==> src/rtl/param_updown_counter_if.sv <==
// Bundle for param_updown_counter: control inputs, compare value and status outputs.
// Clock and reset are not part of the bundle; they stay scalar ports on the counter.
//
//   p        Width  parallel load data
//   pe_n     1      parallel load enable, active-low
//   cep      1      count enable, parallel
//   cet      1      count enable, trickle; also gates tc
//   ud       1      direction: 1 = up, 0 = down
//   cmp      Width  compare value for match
//   clr_ovf  1      clear sticky wrap flag, active-high
//   q        Width  counter value (registered)
//   tc       1      terminal count (combinational)
//   match    1      registered compare flag
//   ovf      1      sticky wrap flag (registered)
interface param_updown_counter_if #(
    parameter int unsigned Width = 4
) ();
    logic [Width-1:0] p;
    logic             pe_n;
    logic             cep;
    logic             cet;
    logic             ud;
    logic [Width-1:0] cmp;
    logic             clr_ovf;
    logic [Width-1:0] q;
    logic             tc;
    logic             match;
    logic             ovf;

    // Whoever drives the controls and observes the count.
    modport master (
        output p, pe_n, cep, cet, ud, cmp, clr_ovf,
        input  q, tc, match, ovf
    );

    // The counter itself.
    modport slave (
        input  p, pe_n, cep, cet, ud, cmp, clr_ovf,
        output q, tc, match, ovf
    );
endinterface

==> src/rtl/param_updown_counter.sv <==
// Parametrised synchronous up/down counter, modulo MaxCount+1, with saturating parallel
// load, two-input count enable, cascadable terminal count, compare-match and a sticky
// wrap flag.
//
// Ports:
//   clk_i   clock; all state changes on the rising edge
//   rst_ni  synchronous reset, active-low; overrides load, count and clr_ovf
//   bus     param_updown_counter_if.slave (see the interface file for the signal list)
//
// Edge priority: reset, then load (pe_n=0), then count (cep & cet), else hold.
// Cascade: feed tc of a stage into cet of the next; share cep and ud across stages.
module param_updown_counter #(
    parameter int unsigned Width    = 4,
    parameter int unsigned MaxCount = 2 ** Width - 1
) (
    input logic                   clk_i,
    input logic                   rst_ni,
    param_updown_counter_if.slave bus
);

    localparam logic [Width-1:0] MaxVal = Width'(MaxCount);

    logic [Width-1:0] q_q, q_d;
    logic             match_q, match_d;
    logic             ovf_q, ovf_d;

    logic at_top;
    logic at_bottom;
    logic count_en;
    logic wrap;

    always_comb begin
        at_top    = (q_q == MaxVal);
        at_bottom = (q_q == '0);
        count_en  = bus.cep & bus.cet;
        wrap      = 1'b0;
        q_d       = q_q;

        if (!bus.pe_n) begin
            // Out-of-range load data saturates so q never leaves 0..MaxCount.
            q_d = (bus.p > MaxVal) ? MaxVal : bus.p;
        end else if (count_en) begin
            if (bus.ud) begin
                if (at_top) begin
                    q_d  = '0;
                    wrap = 1'b1;
                end else begin
                    q_d = q_q + Width'(1);
                end
            end else begin
                if (at_bottom) begin
                    q_d  = MaxVal;
                    wrap = 1'b1;
                end else begin
                    q_d = q_q - Width'(1);
                end
            end
        end

        // A wrap in the same cycle as a clear leaves the flag set.
        ovf_d = ovf_q;
        if (wrap) begin
            ovf_d = 1'b1;
        end else if (bus.clr_ovf) begin
            ovf_d = 1'b0;
        end

        // Compared against the pre-update value, so match lags q by one cycle.
        match_d = (q_q == bus.cmp);
    end

    always_ff @(posedge clk_i) begin
        if (!rst_ni) begin
            q_q     <= '0;
            match_q <= 1'b0;
            ovf_q   <= 1'b0;
        end else begin
            q_q     <= q_d;
            match_q <= match_d;
            ovf_q   <= ovf_d;
        end
    end

    assign bus.q     = q_q;
    assign bus.match = match_q;
    assign bus.ovf   = ovf_q;
    // Independent of cep and pe_n so a cascade can look ahead on the trickle chain.
    assign bus.tc    = bus.cet & (bus.ud ? at_top : at_bottom);

endmodule

==> src/flat_wrapper.sv <==
// flat-port wrapper written by rule: the top's interface ports become plain ports
module param_updown_counter_flat 
#(
    parameter int unsigned Width    = 4,
    parameter int unsigned MaxCount = 2 ** Width - 1
)
  (clk_i, rst_ni, bus_p, bus_pe_n, bus_cep, bus_cet, bus_ud, bus_cmp, bus_clr_ovf, bus_q, bus_tc, bus_match, bus_ovf);
  param_updown_counter_if #(.Width(Width)) bus_i ();
  input logic clk_i;
  input logic rst_ni;
  input wire logic [$bits(bus_i.p)-1:0] bus_p;
  input wire logic [$bits(bus_i.pe_n)-1:0] bus_pe_n;
  input wire logic [$bits(bus_i.cep)-1:0] bus_cep;
  input wire logic [$bits(bus_i.cet)-1:0] bus_cet;
  input wire logic [$bits(bus_i.ud)-1:0] bus_ud;
  input wire logic [$bits(bus_i.cmp)-1:0] bus_cmp;
  input wire logic [$bits(bus_i.clr_ovf)-1:0] bus_clr_ovf;
  output wire logic [$bits(bus_i.q)-1:0] bus_q;
  output wire logic [$bits(bus_i.tc)-1:0] bus_tc;
  output wire logic [$bits(bus_i.match)-1:0] bus_match;
  output wire logic [$bits(bus_i.ovf)-1:0] bus_ovf;
  assign bus_i.p = bus_p;
  assign bus_i.pe_n = bus_pe_n;
  assign bus_i.cep = bus_cep;
  assign bus_i.cet = bus_cet;
  assign bus_i.ud = bus_ud;
  assign bus_i.cmp = bus_cmp;
  assign bus_i.clr_ovf = bus_clr_ovf;
  assign bus_q = bus_i.q;
  assign bus_tc = bus_i.tc;
  assign bus_match = bus_i.match;
  assign bus_ovf = bus_i.ovf;
  param_updown_counter #(.Width(Width), .MaxCount(MaxCount)) u_core (.clk_i(clk_i), .rst_ni(rst_ni), .bus(bus_i));
endmodule
==> config.mk <==
export PLATFORM = sky130hd
export DESIGN_NAME = param_updown_counter_flat
export DESIGN_NICKNAME = d
export VERILOG_FILES = /design/src/rtl/param_updown_counter_if.sv /design/src/rtl/param_updown_counter.sv /design/src/flat_wrapper.sv
export SDC_FILE = /design/constraint.sdc
export NUM_CORES = 1
export LEC_CHECK = 0
export ABC_AREA = 1
export ABC_CLOCK_PERIOD_IN_PS = 1200
export CAP_MARGIN = 20
export CORE_AREA = 5 5 44 46
export CTS_CLUSTER_DIAMETER = 30
export CTS_CLUSTER_SIZE = 25
export DETAILED_ROUTE_END_ITERATION = 6
export DIE_AREA = 0 0 49 51
export PLACE_DENSITY = 0.66
export SYNTH_ARGS = -nofsm -noshare
export SYNTH_HDL_FRONTEND = slang
export SYNTH_SLANG_ARGS = --single-unit
==> constraint.sdc <==
create_clock -name clk_i -period 1.2 [get_ports clk_i]
set_input_delay 0.24 -clock clk_i [delete_from_list [all_inputs] [get_ports clk_i]]
set_output_delay 0.24 -clock clk_i [all_outputs]
set_load 0.1 [all_outputs]
# Word-level counts from Yosys, hierarchy flattened
# Cells that the tools add are included.
# totals
ff_bits	6
inputBits	15
out_inout_bits	7
word_cells	27
# op_classes
n_addsub	2
magnitude_cmp	1
n_eq_ne	3
mux	14
bitwise_logic	2
n_reduce_logical	2
# op_table
op	n
two-way mux 4 bit	6
two-way mux 1 bit	8
adder 4 x 1 -> 4 bit (second input constant)	1
== test 4 bit	1
== test 4 bit (second input constant)	1
> comparator 4 bit (second input constant)	1
logical NOT 4 bit	1
subtractor 4 x 1 -> 4 bit (second input constant)	1
bitwise AND 1 bit	2
inequality test 2 x 1 -> 1 bit (second input constant)	1
nonzero test 2 bit	1

# Logic depth before layout (Yosys ltp)
# depth
word_depth	6
ltp_mapped	8
ltp_nobuf	8

# Least setup slack after synthesis
# No wires, ideal clock.
# synth_path
kind	register to output
start	reg u_core.q_q[1] (netlist: u_core.bus.q[1])
end	out bus_tc
t_arrival_ps	3747
t_required_ps	960
path_slack_ps	-2787
stages_incl_launch_ff	4
path_buffers	0
cell_sequence	dfxtp_1 -> ha_1 -> nand4_1 -> a21boi_0
# synth_via
elab_chain_len	3
elab_cells_between_ends	4
classes_between	eq/ne (1); mux (1); bitwise (1); reduce/logical (1)
# synth_rtl
item	line	text
start: declaration	param_updown_counter.sv:23	logic [Width-1:0] q_q, q_d;
start signal: assignment	param_updown_counter.sv:78	q_q <= q_d;
== test 4 bit / logical NOT 4 bit (equally long branches)	param_updown_counter.sv:33, param_updown_counter.sv:34	
two-way mux 1 bit *	param_updown_counter.sv:88	assign bus.tc = bus.cet & (bus.ud ? at_top : at_bottom);
bitwise AND 1 bit *	param_updown_counter.sv:88	
end: declaration	flat_wrapper.sv:19	output wire logic [$bits(bus_i.tc)-1:0] bus_tc;
# Mark *: on every way between the ends. The rest lies on a longest branch, timed or not.

# Worst setup path after layout
# Same ends and word-level chain as after synthesis.

==> results <==
- By area, the combinational part of the netlist is dominated by simple AND/OR/NAND/NOR gates.
- The via count of the first global-routing pass is 604.
- The overall routed net length is 1620 um.
- The horizontal die dimension is about 49 um.
- The setup slack after placement is -0.414 ns.
- The number of antenna violations at the first check in global routing is 0.
- Buffers inserted during clock tree synthesis total 3.
- The category of the most critical setup path is reg2out.
- The maximum VDD drop is 0.494 mV.
- The flip-flop and latch count after synthesis is 6.
- The root buffer cell is sky130_fd_sc_hd__clkbuf_4.
- The met3 demand-to-capacity share in global routing is 5.81%.
- 0 antenna diodes ended up in the layout.
- The worst setup path is captured at an output pin.
- Entering global routing, the biggest net connects 6 pins.
- The internal power is roughly 550 uW.
- The share of synthesized area spent on multiplexers is 0%.
- Setup violations remaining at the end of the flow were counted as 6.
- The checks that failed: negative setup slack.
- After the first detailed-routing iteration, the DRC count stood at 9.
- Summing the areas of all xor and xnor instances in the mapped netlist gives under 10% of the synthesized area.
- The peak per-stage delay on the critical path is 0.36 ns.
- Summed over all nets, the switching power comes to 342 uW.
- The clock latency on the worst-skew pair is around 0.25 ns.
- The combinational power share is 50.9%.
- The via count is 646.
- The number of primary I/O pins is 22.
- In the global route stage, met2 resource usage came out at 21.1%.
- In this run the tool buffered the top-level ports with 21 buffer cells.
- The mean instance size in the synthesized netlist is 6.30 um^2.
- The die height is ~51 um.
- The number of pins exceeding their max-slew limit in the final report is 0.
- The HPWL reported at the end of detailed placement is 1240 um.
- The number of different library cells used by synthesis comes to 21.
- The worst setup path is launched from a flop.
- Subtracting the final worst setup slack from the clock period gives 1.60 ns.
- The maximum number of buffers from clock root to sink is 2.
- Summed over all cells, the static leakage comes to 0.000467 uW.
- Dividing the detail-routed via count by the number of cells gives 4.72.
- The initial utilization of the core area, before any placement, comes to 33.4%.
- Derived from the worst setup path, the maximum achievable clock frequency is 0.627 GHz.
- In this run the most used layer during global routing was met2.
- At the end of routability-driven placement, the weighted congestion stood at between 0.8 and 0.9.
- The number of iterations in the first detailed-routing pass is 2.
- Counting flops with an async set or reset pin after synthesis yields a share of 0%.
- The number of clock sinks is 6.
- After synthesis, flip-flops and latches occupy 24.4% of the total area.
- After clock tree synthesis, the clock-pin slew on the worst setup and hold paths is 0.05 ns.
- The tightest hold margin is 0.507 ns.
- The final count of hold timing violations is 0.
- The floorplan die area is 2500 um^2.
- The critical path data required time is 0.96 ns.
- The cell that appears most often on the critical path is sky130_fd_sc_hd__inv_4.
- Of the cells placed in the final design, the portion with a size suffix greater than 1 is approximately 41%.
- After Yosys synthesis, full adders, half adders and majority gates account for 5.09% of the synthesized area.
- The run finished, with violations left.
- The sum of overflow across all layers after global routing is 0.
- The final critical-path share of the clock period is 133%.
- Setup repair after global routing could not meet its margin everywhere.
- The simple logic cell fraction of the synthesized area is 37.2%.
- After detailed placement, the total cell area comes to 916 um^2.
- The max-cap violation count is 0.
- In the routed design, unresolved DRC markers number 0.
- The met1 track demand over resource in global routing is about 15%.
- Per report_power, the clock group accounts for 23.3% of the total.
- The sum of negative setup slack is -0.605 ns.
- The power density normalized to cell area is approximately 860 nW/um^2.
- The number of nets in the layout is 139.
- The net count after synthesis is 95.
- The wire length per cell after detailed routing is 11.8 um.
- The first global-routing pass estimated roughly 2500 um of wire.
- Grouping stages by cell kind, the critical path spends the most delay in flip-flops.
- The global routing usage summed across all routing layers is 12.9%.
- Headroom to the max-slew limit came out at 85.4%.
- The core region is 1470 um^2.
- From synthesis to final layout, the design area changed by 111%.
- The post-route standard cell area excluding fillers is 1040 um^2.
- The setup skew after layout is 0.00467 ns.
- The sum of buffers and inverters on the critical path is 3.
- The number of instances in the synthesized netlist is 78.
- The number of routed nets with antenna violations is 0.
- The highest net fanout along the worst path is 3.
- The clock tree from TritonCTS is done.
- The worst-path cell with the longest stage delay is sky130_fd_sc_hd__dfxtp_4.
- The number of enable flip-flop cells after synthesis is 0.
- The switching share of total power is 38.4%.
- The number of H-tree levels is 1.
- The warning count from the yosys run is 0.
- Data arrives at the worst endpoint at 1.36 ns.
- The most frequently used flop master after synthesis is sky130_fd_sc_hd__dfxtp_1.
- The min-delay analysis places its worst path in the category reg2reg.
- At the end of the flow the core is filled with cells to 70.7%.
- The share of total power dissipated in sequential elements is 25.8%.
- The number of cell rows is 14.
- The post-route worst setup slack is -0.395 ns.
- The compound-cell area share of the yosys netlist is 16.8%.
- Walking the worst path, the cells encountered are inv_4, ha_4, inv_4, nor2_4, nand2_2, a21boi_4, buf_12.
- For the pin with the worst max-slew slack, the measured transition is 0.217 ns.
- The netlist area before placement is 492 um^2.
metrics by stage:
| step | power, uW | instances |
|---|---|---|
| after CTS | 863 | 132 |
| after floorplan | 463 | 78 |
| final | 890 | 137 |
| after detailed placement | 635 | 125 |
| after global routing | 950 | 137 |
| after global placement | 630 | 125 |
registers in the layout (all words and copies together) (netlist names):
register and flops:
u_core.bus.match 1, u_core.bus.ovf 1, u_core.bus.q 4
per-layer routing:
metal / up-vias / part of all wire [%]
met5: - / 0
met4: 0 / 0.43
met3: 2 / 7.2
met2: 19 / 51
met1: 281 / 42
li1: 344 / -
logic make-up after synthesis:
group	after synthesis
AND/OR/NAND/NOR	41
buffers and inverters	13
adder cells (fa/ha/maj)	2
XOR/XNOR	2
flip-flops	6
AO/OA/AOI/OAI	14
synthesized netlist by cell type (all sizes together), types with 2 or more instances:
library cell,count,area (um^2)
nand2,23,86.3
nand3,6,30.0
a21oi,6,33.8
inv,11,41.3
nand4,2,12.5
ha,2,25.0
dfxtp,6,120
buf,2,22.5
o21ai,4,20.0
o211ai,2,15.0
nor2,8,37.5
worst reg2reg max path, stage by stage, from the launching register on:
cell and delay [ns]:
sky130_fd_sc_hd__dfxtp_4 0.39, sky130_fd_sc_hd__inv_4 0.05, sky130_fd_sc_hd__ha_4 0.15, sky130_fd_sc_hd__inv_4 0.06
sky130_fd_sc_hd__nor2_4 0.03, sky130_fd_sc_hd__buf_4 0.13, sky130_fd_sc_hd__buf_6 0.11, sky130_fd_sc_hd__a21oi_2 0.14
sky130_fd_sc_hd__nand3_1 0.08, sky130_fd_sc_hd__nand2_1 0.08, sky130_fd_sc_hd__a21oi_2 0.05
cell type report:
cell class                 instances  area [um^2]
tap                               16         20.0
timing repair buffer              41          440
clock buffer                       4         26.3
fill                             123          432
sequential                         6          135
inverter                          11         48.8
multi-input combinational         59          369
power by group through the flow:
| stage | clock [uW] | combinational (uW) | sequential [uW] |
|---|---|---|---|
| detailed placement | 0 | 405 | 231 |
| floorplan | 0 | 142 | 321 |
| finish | 207 | 453 | 230 |
| global route | 234 | 484 | 232 |
| CTS | 212 | 422 | 230 |
| global placement | 0 | 398 | 232 |
cells in the final DEF (no fill, tap or decap), types with 3 or more instances in the layout:
cell                               n
sky130_fd_sc_hd__a21oi_1           3
sky130_fd_sc_hd__a21oi_2           3
sky130_fd_sc_hd__buf_12            7
sky130_fd_sc_hd__buf_4            17
sky130_fd_sc_hd__buf_6             3
sky130_fd_sc_hd__clkbuf_4          3
sky130_fd_sc_hd__clkdlybuf4s50_1  13
sky130_fd_sc_hd__dfxtp_4           4
sky130_fd_sc_hd__inv_1             8
sky130_fd_sc_hd__inv_4             3
sky130_fd_sc_hd__nand2_1          19
sky130_fd_sc_hd__nand2_2           4
sky130_fd_sc_hd__nand3_1           6
sky130_fd_sc_hd__nor2_1            6
final timing paths:
check,end,startpoint,slack [ns],depth (start not counted)
max,bus_tc,u_core.bus.q[1],-0.40,7
min,u_core.bus.q[3],u_core.bus.q[3],0.51,2
max reg2reg,u_core.bus.q[3],u_core.bus.q[0],-0.17,10
min reg2reg,u_core.bus.q[3],u_core.bus.q[3],0.51,2
what timing repair did:
item | CTS | global route
pin swaps | 2 | 6
hold buffers | 0 | 0
setup buffers | 3 | 5
endpoints found under the setup margin | 4 | 7
gates resized for setup | 5 | 8
(Power assumes the default switching activity.)
